--- config.mk ---
export PLATFORM = sky130hd
export DESIGN_NAME = uart_tx_core_flat
export DESIGN_NICKNAME = d
export VERILOG_FILES = /design/src/rtl/uart_pkg.sv /design/src/rtl/uart_tx_core_if.sv /design/src/rtl/uart_tx_fifo.sv /design/src/rtl/uart_tx_core.sv /design/src/flat_wrapper.sv
export SDC_FILE = /design/constraint.sdc
export NUM_CORES = 1
export LEC_CHECK = 0
export CORE_MARGIN = 1.5
export CORE_UTILIZATION = 42
export CTS_CLUSTER_DIAMETER = 200
export DETAILED_ROUTE_END_ITERATION = 8
export RECOVER_POWER = 50
export SLEW_MARGIN = 10
export SYNTH_ARGS = -nofsm -noshare
export SYNTH_HDL_FRONTEND = slang
export SYNTH_SLANG_ARGS = --single-unit
--- constraint.sdc ---
create_clock -name clk -period 2.7 [get_ports clk]
set_input_delay 0.405 -clock clk [delete_from_list [all_inputs] [get_ports clk]]
set_output_delay 0.405 -clock clk [all_outputs]
set_load 0.01 [all_outputs]
--- src/rtl/uart_pkg.sv ---
`default_nettype none
// ============================================================================
//  Module      : uart_pkg
//  Description : Shared frame constants, FSM state type and baud helper for
//                the UART transmit path.
//  Revision    : 1.0
// ============================================================================
package uart_pkg;

    localparam int   DATA_BITS     = 8;
    localparam int   STOP_BITS     = 1;
    localparam logic TX_IDLE_LEVEL = 1'b1;

    typedef enum logic [1:0] {
        IDLE  = 2'd0,
        START = 2'd1,
        DATA  = 2'd2,
        STOP  = 2'd3
    } tx_state_t;

    function automatic int clks_per_bit(input int clk_hz, input int baud);
        return clk_hz / baud;
    endfunction

endpackage
`default_nettype wire

--- src/rtl/uart_tx_core_if.sv ---
`default_nettype none
// ============================================================================
//  Module      : uart_tx_core_if
//  Description : Write-side handshake between the APB UART slave (master)
//                and the transmit core (slave).
//  Revision    : 1.0
// ============================================================================
interface uart_tx_core_if;
    import uart_pkg::*;

    logic [DATA_BITS-1:0] din;
    logic                 wr_en;
    logic                 tx_busy;
    logic                 overflow;

    modport master (
        output din,
        output wr_en,
        input  tx_busy,
        input  overflow
    );

    modport slave (
        input  din,
        input  wr_en,
        output tx_busy,
        output overflow
    );

endinterface
`default_nettype wire

--- src/rtl/uart_tx_fifo.sv ---
`default_nettype none
// ============================================================================
//  Module      : uart_tx_fifo
//  Description : Synchronous byte FIFO, 2**AW entries, head word presented
//                from the storage array at the read pointer.
//  Revision    : 1.0
// ============================================================================
module uart_tx_fifo
    import uart_pkg::*;
#(
    parameter int AW = 3
) (
    input  wire logic                 clk,
    input  wire logic                 reset_n,
    input  wire logic                 push,
    input  wire logic [DATA_BITS-1:0] din,
    input  wire logic                 pop,
    output logic      [DATA_BITS-1:0] dout,
    output logic                      full,
    output logic                      empty,
    output logic      [AW:0]          count
);

    localparam int         C_DEPTH = 2 ** AW;
    localparam logic [AW:0] C_FULL = (AW + 1)'(C_DEPTH);

    logic [DATA_BITS-1:0] r_mem [C_DEPTH];
    logic [AW-1:0]        r_wptr;
    logic [AW-1:0]        r_rptr;
    logic [AW:0]          r_count;
    logic                 w_do_push;
    logic                 w_do_pop;

    assign w_do_push = push && !full;
    assign w_do_pop  = pop && !empty;

    // Storage needs no reset: only entries covered by the count are ever read.
    always_ff @(posedge clk) begin
        if (w_do_push) begin
            r_mem[r_wptr] <= din;
        end
    end

    always_ff @(posedge clk or negedge reset_n) begin
        if (!reset_n) begin
            r_wptr  <= '0;
            r_rptr  <= '0;
            r_count <= '0;
        end else begin
            if (w_do_push) begin
                r_wptr <= r_wptr + 1'b1;
            end
            if (w_do_pop) begin
                r_rptr <= r_rptr + 1'b1;
            end
            unique case ({w_do_push, w_do_pop})
                2'b10:   r_count <= r_count + 1'b1;
                2'b01:   r_count <= r_count - 1'b1;
                default: r_count <= r_count;
            endcase
        end
    end

    assign dout  = r_mem[r_rptr];
    assign full  = (r_count == C_FULL);
    assign empty = (r_count == '0);
    assign count = r_count;

endmodule
`default_nettype wire

--- src/rtl/uart_tx_core.sv ---
`default_nettype none
// ============================================================================
//  Module      : uart_tx_core
//  Description : Buffered 8N1 UART transmitter; FIFO-full back-pressures the
//                APB slave through tx_busy.
//  Revision    : 1.0
// ============================================================================
module uart_tx_core
    import uart_pkg::*;
#(
    parameter int CLK_HZ  = 50000000,
    parameter int BAUD    = 115200,
    parameter int FIFO_AW = 3
) (
    input  wire logic       clk,
    input  wire logic       reset_n,
    uart_tx_core_if.slave   wr_if,
    output logic            tx_idle,
    output logic            tx
);

    localparam int                CLKS_PER_BIT = clks_per_bit(CLK_HZ, BAUD);
    localparam int                C_BAUD_W     = $clog2(CLKS_PER_BIT);
    localparam logic [C_BAUD_W-1:0] C_BAUD_LAST = C_BAUD_W'(CLKS_PER_BIT - 1);
    localparam int                C_IDX_W      = $clog2(DATA_BITS);
    localparam logic [C_IDX_W-1:0] C_DATA_LAST = C_IDX_W'(DATA_BITS - 1);
    localparam logic [C_IDX_W-1:0] C_STOP_LAST = C_IDX_W'(STOP_BITS - 1);

    logic                 w_push;
    logic                 w_pop;
    logic [DATA_BITS-1:0] w_dout;
    logic                 w_full;
    logic                 w_empty;
    logic [FIFO_AW:0]     w_count;

    tx_state_t            r_state;
    tx_state_t            w_state_next;
    logic [C_BAUD_W-1:0]  r_baud;
    logic [C_BAUD_W-1:0]  w_baud_next;
    logic [C_IDX_W-1:0]   r_bit_idx;
    logic [C_IDX_W-1:0]   w_bit_idx_next;
    logic [DATA_BITS-1:0] r_shift;
    logic [DATA_BITS-1:0] w_shift_next;
    logic                 r_tx;
    logic                 w_tx_next;
    logic                 w_bit_end;

    // Writes are refused on the registered full flag even if a pop is due.
    assign w_push         = wr_if.wr_en && !w_full;
    assign wr_if.tx_busy  = w_full;
    assign wr_if.overflow = wr_if.wr_en && w_full;

    uart_tx_fifo #(
        .AW (FIFO_AW)
    ) u_fifo (
        .clk     (clk),
        .reset_n (reset_n),
        .push    (w_push),
        .din     (wr_if.din),
        .pop     (w_pop),
        .dout    (w_dout),
        .full    (w_full),
        .empty   (w_empty),
        .count   (w_count)
    );

    assign w_bit_end = (r_baud == C_BAUD_LAST);

    always_comb begin
        w_state_next   = r_state;
        w_baud_next    = r_baud + 1'b1;
        w_bit_idx_next = r_bit_idx;
        w_shift_next   = r_shift;
        w_pop          = 1'b0;

        unique case (r_state)
            IDLE: begin
                w_baud_next = '0;
                if (!w_empty) begin
                    w_pop        = 1'b1;
                    w_shift_next = w_dout;
                    w_state_next = START;
                end
            end
            START: begin
                if (w_bit_end) begin
                    w_baud_next    = '0;
                    w_bit_idx_next = '0;
                    w_state_next   = DATA;
                end
            end
            DATA: begin
                if (w_bit_end) begin
                    w_baud_next  = '0;
                    w_shift_next = r_shift >> 1;
                    if (r_bit_idx == C_DATA_LAST) begin
                        w_bit_idx_next = '0;
                        w_state_next   = STOP;
                    end else begin
                        w_bit_idx_next = r_bit_idx + 1'b1;
                    end
                end
            end
            STOP: begin
                if (w_bit_end) begin
                    w_baud_next = '0;
                    if (r_bit_idx == C_STOP_LAST) begin
                        w_bit_idx_next = '0;
                        w_state_next   = IDLE;
                    end else begin
                        w_bit_idx_next = r_bit_idx + 1'b1;
                    end
                end
            end
            default: begin
                w_state_next = IDLE;
            end
        endcase
    end

    // The line level is decoded from the next state so tx leaves a flop.
    always_comb begin
        w_tx_next = TX_IDLE_LEVEL;
        unique case (w_state_next)
            START:   w_tx_next = ~TX_IDLE_LEVEL;
            DATA:    w_tx_next = w_shift_next[0];
            default: w_tx_next = TX_IDLE_LEVEL;
        endcase
    end

    always_ff @(posedge clk or negedge reset_n) begin
        if (!reset_n) begin
            r_state   <= IDLE;
            r_baud    <= '0;
            r_bit_idx <= '0;
            r_shift   <= '0;
            r_tx      <= TX_IDLE_LEVEL;
        end else begin
            r_state   <= w_state_next;
            r_baud    <= w_baud_next;
            r_bit_idx <= w_bit_idx_next;
            r_shift   <= w_shift_next;
            r_tx      <= w_tx_next;
        end
    end

    assign tx      = r_tx;
    assign tx_idle = (w_count == '0) && (r_state == IDLE);

endmodule
`default_nettype wire

--- src/flat_wrapper.sv ---
// flat-port wrapper written by rule: the top's interface ports become plain ports
module uart_tx_core_flat import uart_pkg::*;
#(
    parameter int CLK_HZ  = 50000000,
    parameter int BAUD    = 115200,
    parameter int FIFO_AW = 3
)
  (clk, reset_n, tx_idle, tx, wr_if_din, wr_if_wr_en, wr_if_tx_busy, wr_if_overflow);
  uart_tx_core_if wr_if_i ();
  input  wire logic clk;
  input  wire logic reset_n;
  output logic tx_idle;
  output logic tx;
  input wire logic [$bits(wr_if_i.din)-1:0] wr_if_din;
  input wire logic [$bits(wr_if_i.wr_en)-1:0] wr_if_wr_en;
  output wire logic [$bits(wr_if_i.tx_busy)-1:0] wr_if_tx_busy;
  output wire logic [$bits(wr_if_i.overflow)-1:0] wr_if_overflow;
  assign wr_if_i.din = wr_if_din;
  assign wr_if_i.wr_en = wr_if_wr_en;
  assign wr_if_tx_busy = wr_if_i.tx_busy;
  assign wr_if_overflow = wr_if_i.overflow;
  uart_tx_core #(.CLK_HZ(CLK_HZ), .BAUD(BAUD), .FIFO_AW(FIFO_AW)) u_core (.clk(clk), .reset_n(reset_n), .wr_if(wr_if_i), .tx_idle(tx_idle), .tx(tx));
endmodule
==> run_results.csv <==
group,metric,value,unit
synth,syn_nets,330,
placed_design,hpwl,4980,um
clock_tree,path_clk_slew,100,ps
finish,area_delta_synth_final,11.7,%
detailed_routing,wirelength,7610,um
global_routing,met1_usage,0.193,
finish,layout-drive-gt1-share,0.165,
power,comb_power_share,0.147,
power,power.density,674,nW/um^2
sta,setup_violations,0,
power,p_sw,878,uW
die,die_y,104,um
finish,layout_commonest_cell,"edfxtp_1",
global_routing,grt_pass1_vias,2307,
run_status,status,"complete, but fails checks",
power,leakagePower,0.00189,uW
finish,antenna_cells,0,
sta,period_share,0.966,
power,ir_drop,0.000270,V
synth,synthMuxAreaShare,0.0933,
run_status,failed_checks,"max-capacitance violations, max-slew violations",
detailed_routing,first_pass_iters,4,
die,core_area,9860,um^2
synth,synth_top_family_by_area,"multiplexers",
die,initial_core_util,0.436,
synth,ys_ff_latch,97,
global_routing,grt_use_total,0.147,
placed_design,place_ws,182,ps
sta,slew_headroom,-0.228,
sta,fin_crit,2610,ps
clock_tree,cts_buffers,9,
clock_tree,clockRootBuffer,"clkbuf_8",
synth,syn_area_per_cell,14.0,um^2
sta,finalHoldViolations,0,
clock_tree,cts-htree-levels,3,
die,pin_count,15,
worst_setup_path,cp-start-kind,"flop",
clock_tree,holdBufCountCts,0,
worst_setup_path,cp.arrival,2200,ps
die,rows,36,
sta,worst_slew_pin_slew,1840,ps
global_routing,grt_pass1_wl,12200,um
power,pwr-share-clk,0.272,
global_routing,grt_start_max_net_pins,34,
synth,syn_inst,308,
global_routing,antenna_found_initial,0,
power,p_int,2360,uW
global_routing,use_met3,0.0232,
synth,synth_async_sr_flop_share,0.340,
finish,num-nets-final,357,
sta,finalClockSkew,9.21,ps
synth,synthAdderAreaFrac,0.0337,
hold_path,hold_path.class,"flop to flop",
synth,ys_warn_count,0,
die,dieArea,10900,um^2
global_routing,top_usage_layer,"met2",
worst_setup_path,reg2reg_from,"u_core.u_fifo.count[0]",
global_routing,grt-ovfl-total,0,
clock_tree,cts_tree,"done",
sta,maxClockFrequency,384,MHz
clock_tree,cts_buffer_depth,2,
global_routing,met2_usage,0.241,
run,maxCapViolCount,1,
placed_design,port_buffers,14,
worst_setup_path,crit_required,2300,ps
synth,ys.flop_type,"edfxtp_1",
worst_setup_path,end_kind,"output pin",
worst_setup_path,cp_max_fo,5,
synth,yosys.area_share.simple,0.0913,
sta,finalMaxSlewViolations,34,
clock_tree,post-cts-setup-buffers,0,
detailed_routing,wl_per_cell,16.1,um
die,die_w,104,um
detailed_routing,remaining_drc_errors,0,
detailed_routing,ant_nets,0,
synth,synth-edff-count,64,
power,pwr-share-seq,0.581,
synth,synth-compound-area-share,0.0814,
detailed_routing,vias,2464,
clock_tree,clock-sinks,97,
detailed_routing,via_per_inst,5.21,
finish,mostFrequentLayoutCells,"64 x edfxtp_1, 32 x dfrtp_1, 23 x nand2_1",
power,switching_share,0.271,
finish,filler_cell_count,856,
synth,yosys.cell_types.count,49,
detailed_routing,drt_iter0_markers,130,
finish,fin_util,0.488,
synth,synth-xor-area-share,0.0285,
sta,setup_ws,92.8,ps
synth,synth_seq_area_share,0.638,
placed_design,place_congestion,0.734,
worst_setup_path,crit_start,"u_core.u_fifo.count[0]",
worst_setup_path,crit_type,"flop to output pin",
clock_tree,insertion_delay,360,ps
synth,syn_area,4310,um^2
power,power,3240,uW
hold_path,min_from,"u_core.r_shift[7]",
==> final timing paths <==
kind,end,slack [ps],cells after the start
setup / recovery,tx_idle,90,3
hold / removal,u_core.r_shift[7],510,2
setup reg to reg,u_core.u_fifo.count[3],150,10
hold reg to reg,u_core.r_shift[7],510,2
max in group asynchronous,u_core.r_shift[6],570,2
min in group asynchronous,u_core.r_baud[0],1070,2
==> sequential cells by signal, indices dropped and copies added, names as in the netlist <==
register,cells
u_core.u_fifo.r_rptr,3
u_core.u_fifo.count,4
u_core.r_bit_idx,3
u_core.u_fifo.r_mem,64
u_core.r_state,2
u_core.u_fifo.r_wptr,3
u_core.r_baud,9
u_core.tx,1
u_core.r_shift,8
==> power groups by stage <==
stage	logic [uW]	clock network (uW)	registers (uW)
6_report	477	882	1880
5_1_grt	537	968	1900
4_1_cts	493	917	1880
3_5_place_dp	490	0	1910
3_3_place_gp	477	0	1910
2_1_floorplan	288	0	1890
==> cell usage after synthesis (2+ instances only) <==
library cell / n / area share
edfxtp_1: 64 / 0.45
nand2b_1: 3 / 0.0044
and3_1: 2 / 0.0029
nand3_1: 14 / 0.016
xor2_1: 8 / 0.016
o21ai_0: 11 / 0.013
nand2_1: 23 / 0.020
o311ai_0: 4 / 0.0081
inv_1: 10 / 0.0087
and2_1: 2 / 0.0029
o21bai_1: 6 / 0.010
a21boi_0: 2 / 0.0035
nor3_1: 3 / 0.0035
mux2_2: 15 / 0.039
clkbuf_1: 3 / 0.0026
ha_1: 10 / 0.029
nand4_1: 4 / 0.0058
xnor2_1: 6 / 0.012
nor2_1: 17 / 0.015
dfrtp_1: 32 / 0.19
buf_6: 8 / 0.021
a21oi_1: 9 / 0.010
mux2i_1: 21 / 0.049
o22ai_1: 6 / 0.0087
==> logic make-up (layout without fill, tap and decap cells) <==
kind of cell             count (synthesis)  in the layout
adder cells (fa/ha/maj)                 11             11
AO/OA/AOI/OAI                           48             48
buffers and inverters                   22             54
multiplexers                            37             37
XOR/XNOR                                14             14
flip-flops                              97             97
AND/OR/NAND/NOR                         79             79
==> area by class of cell <==
type,count,area [um^2],area share
tap,133,166,0.0346
timing repair buffer,28,254,0.0528
clock inverter,6,51.3,0.0107
inverter,10,37.5,0.00780
multi-input combinational,189,1420,0.294
clock buffer,10,138,0.0286
sequential,97,2750,0.571
==> per-stage QoR <==
stage	instances	hold WS (ps)	TNS (ps)	area, um^2
5_1_grt	473	546	-8.82	4810
3_3_place_gp	457	483	0	4620
4_1_cts	473	442	0	4810
6_report	473	514	0	4810
2_1_floorplan	308	109	0	4310
3_5_place_dp	457	481	0	4620
==> layer usage <==
layer / vias to the layer above / part of all wire
li1: 1197 / -
met1: 1220 / 0.46
met3: 12 / 0.032
met5: - / 0
met4: 0 / 0.017
met2: 35 / 0.49
==> worst max-delay path: stages, from the launching register on <==
cell and delay, ps:
dfrtp_1 440, nor4_1 510, nor2b_2 320, clkdlybuf4s50_1 580
==> timing repair <==
action / in CTS / in global routing
setup endpoints to repair: 0 / 1
hold endpoints to repair: 0 / 0
resized for setup: 0 / 1
Note: power is estimated with default switching activity, not from simulation.
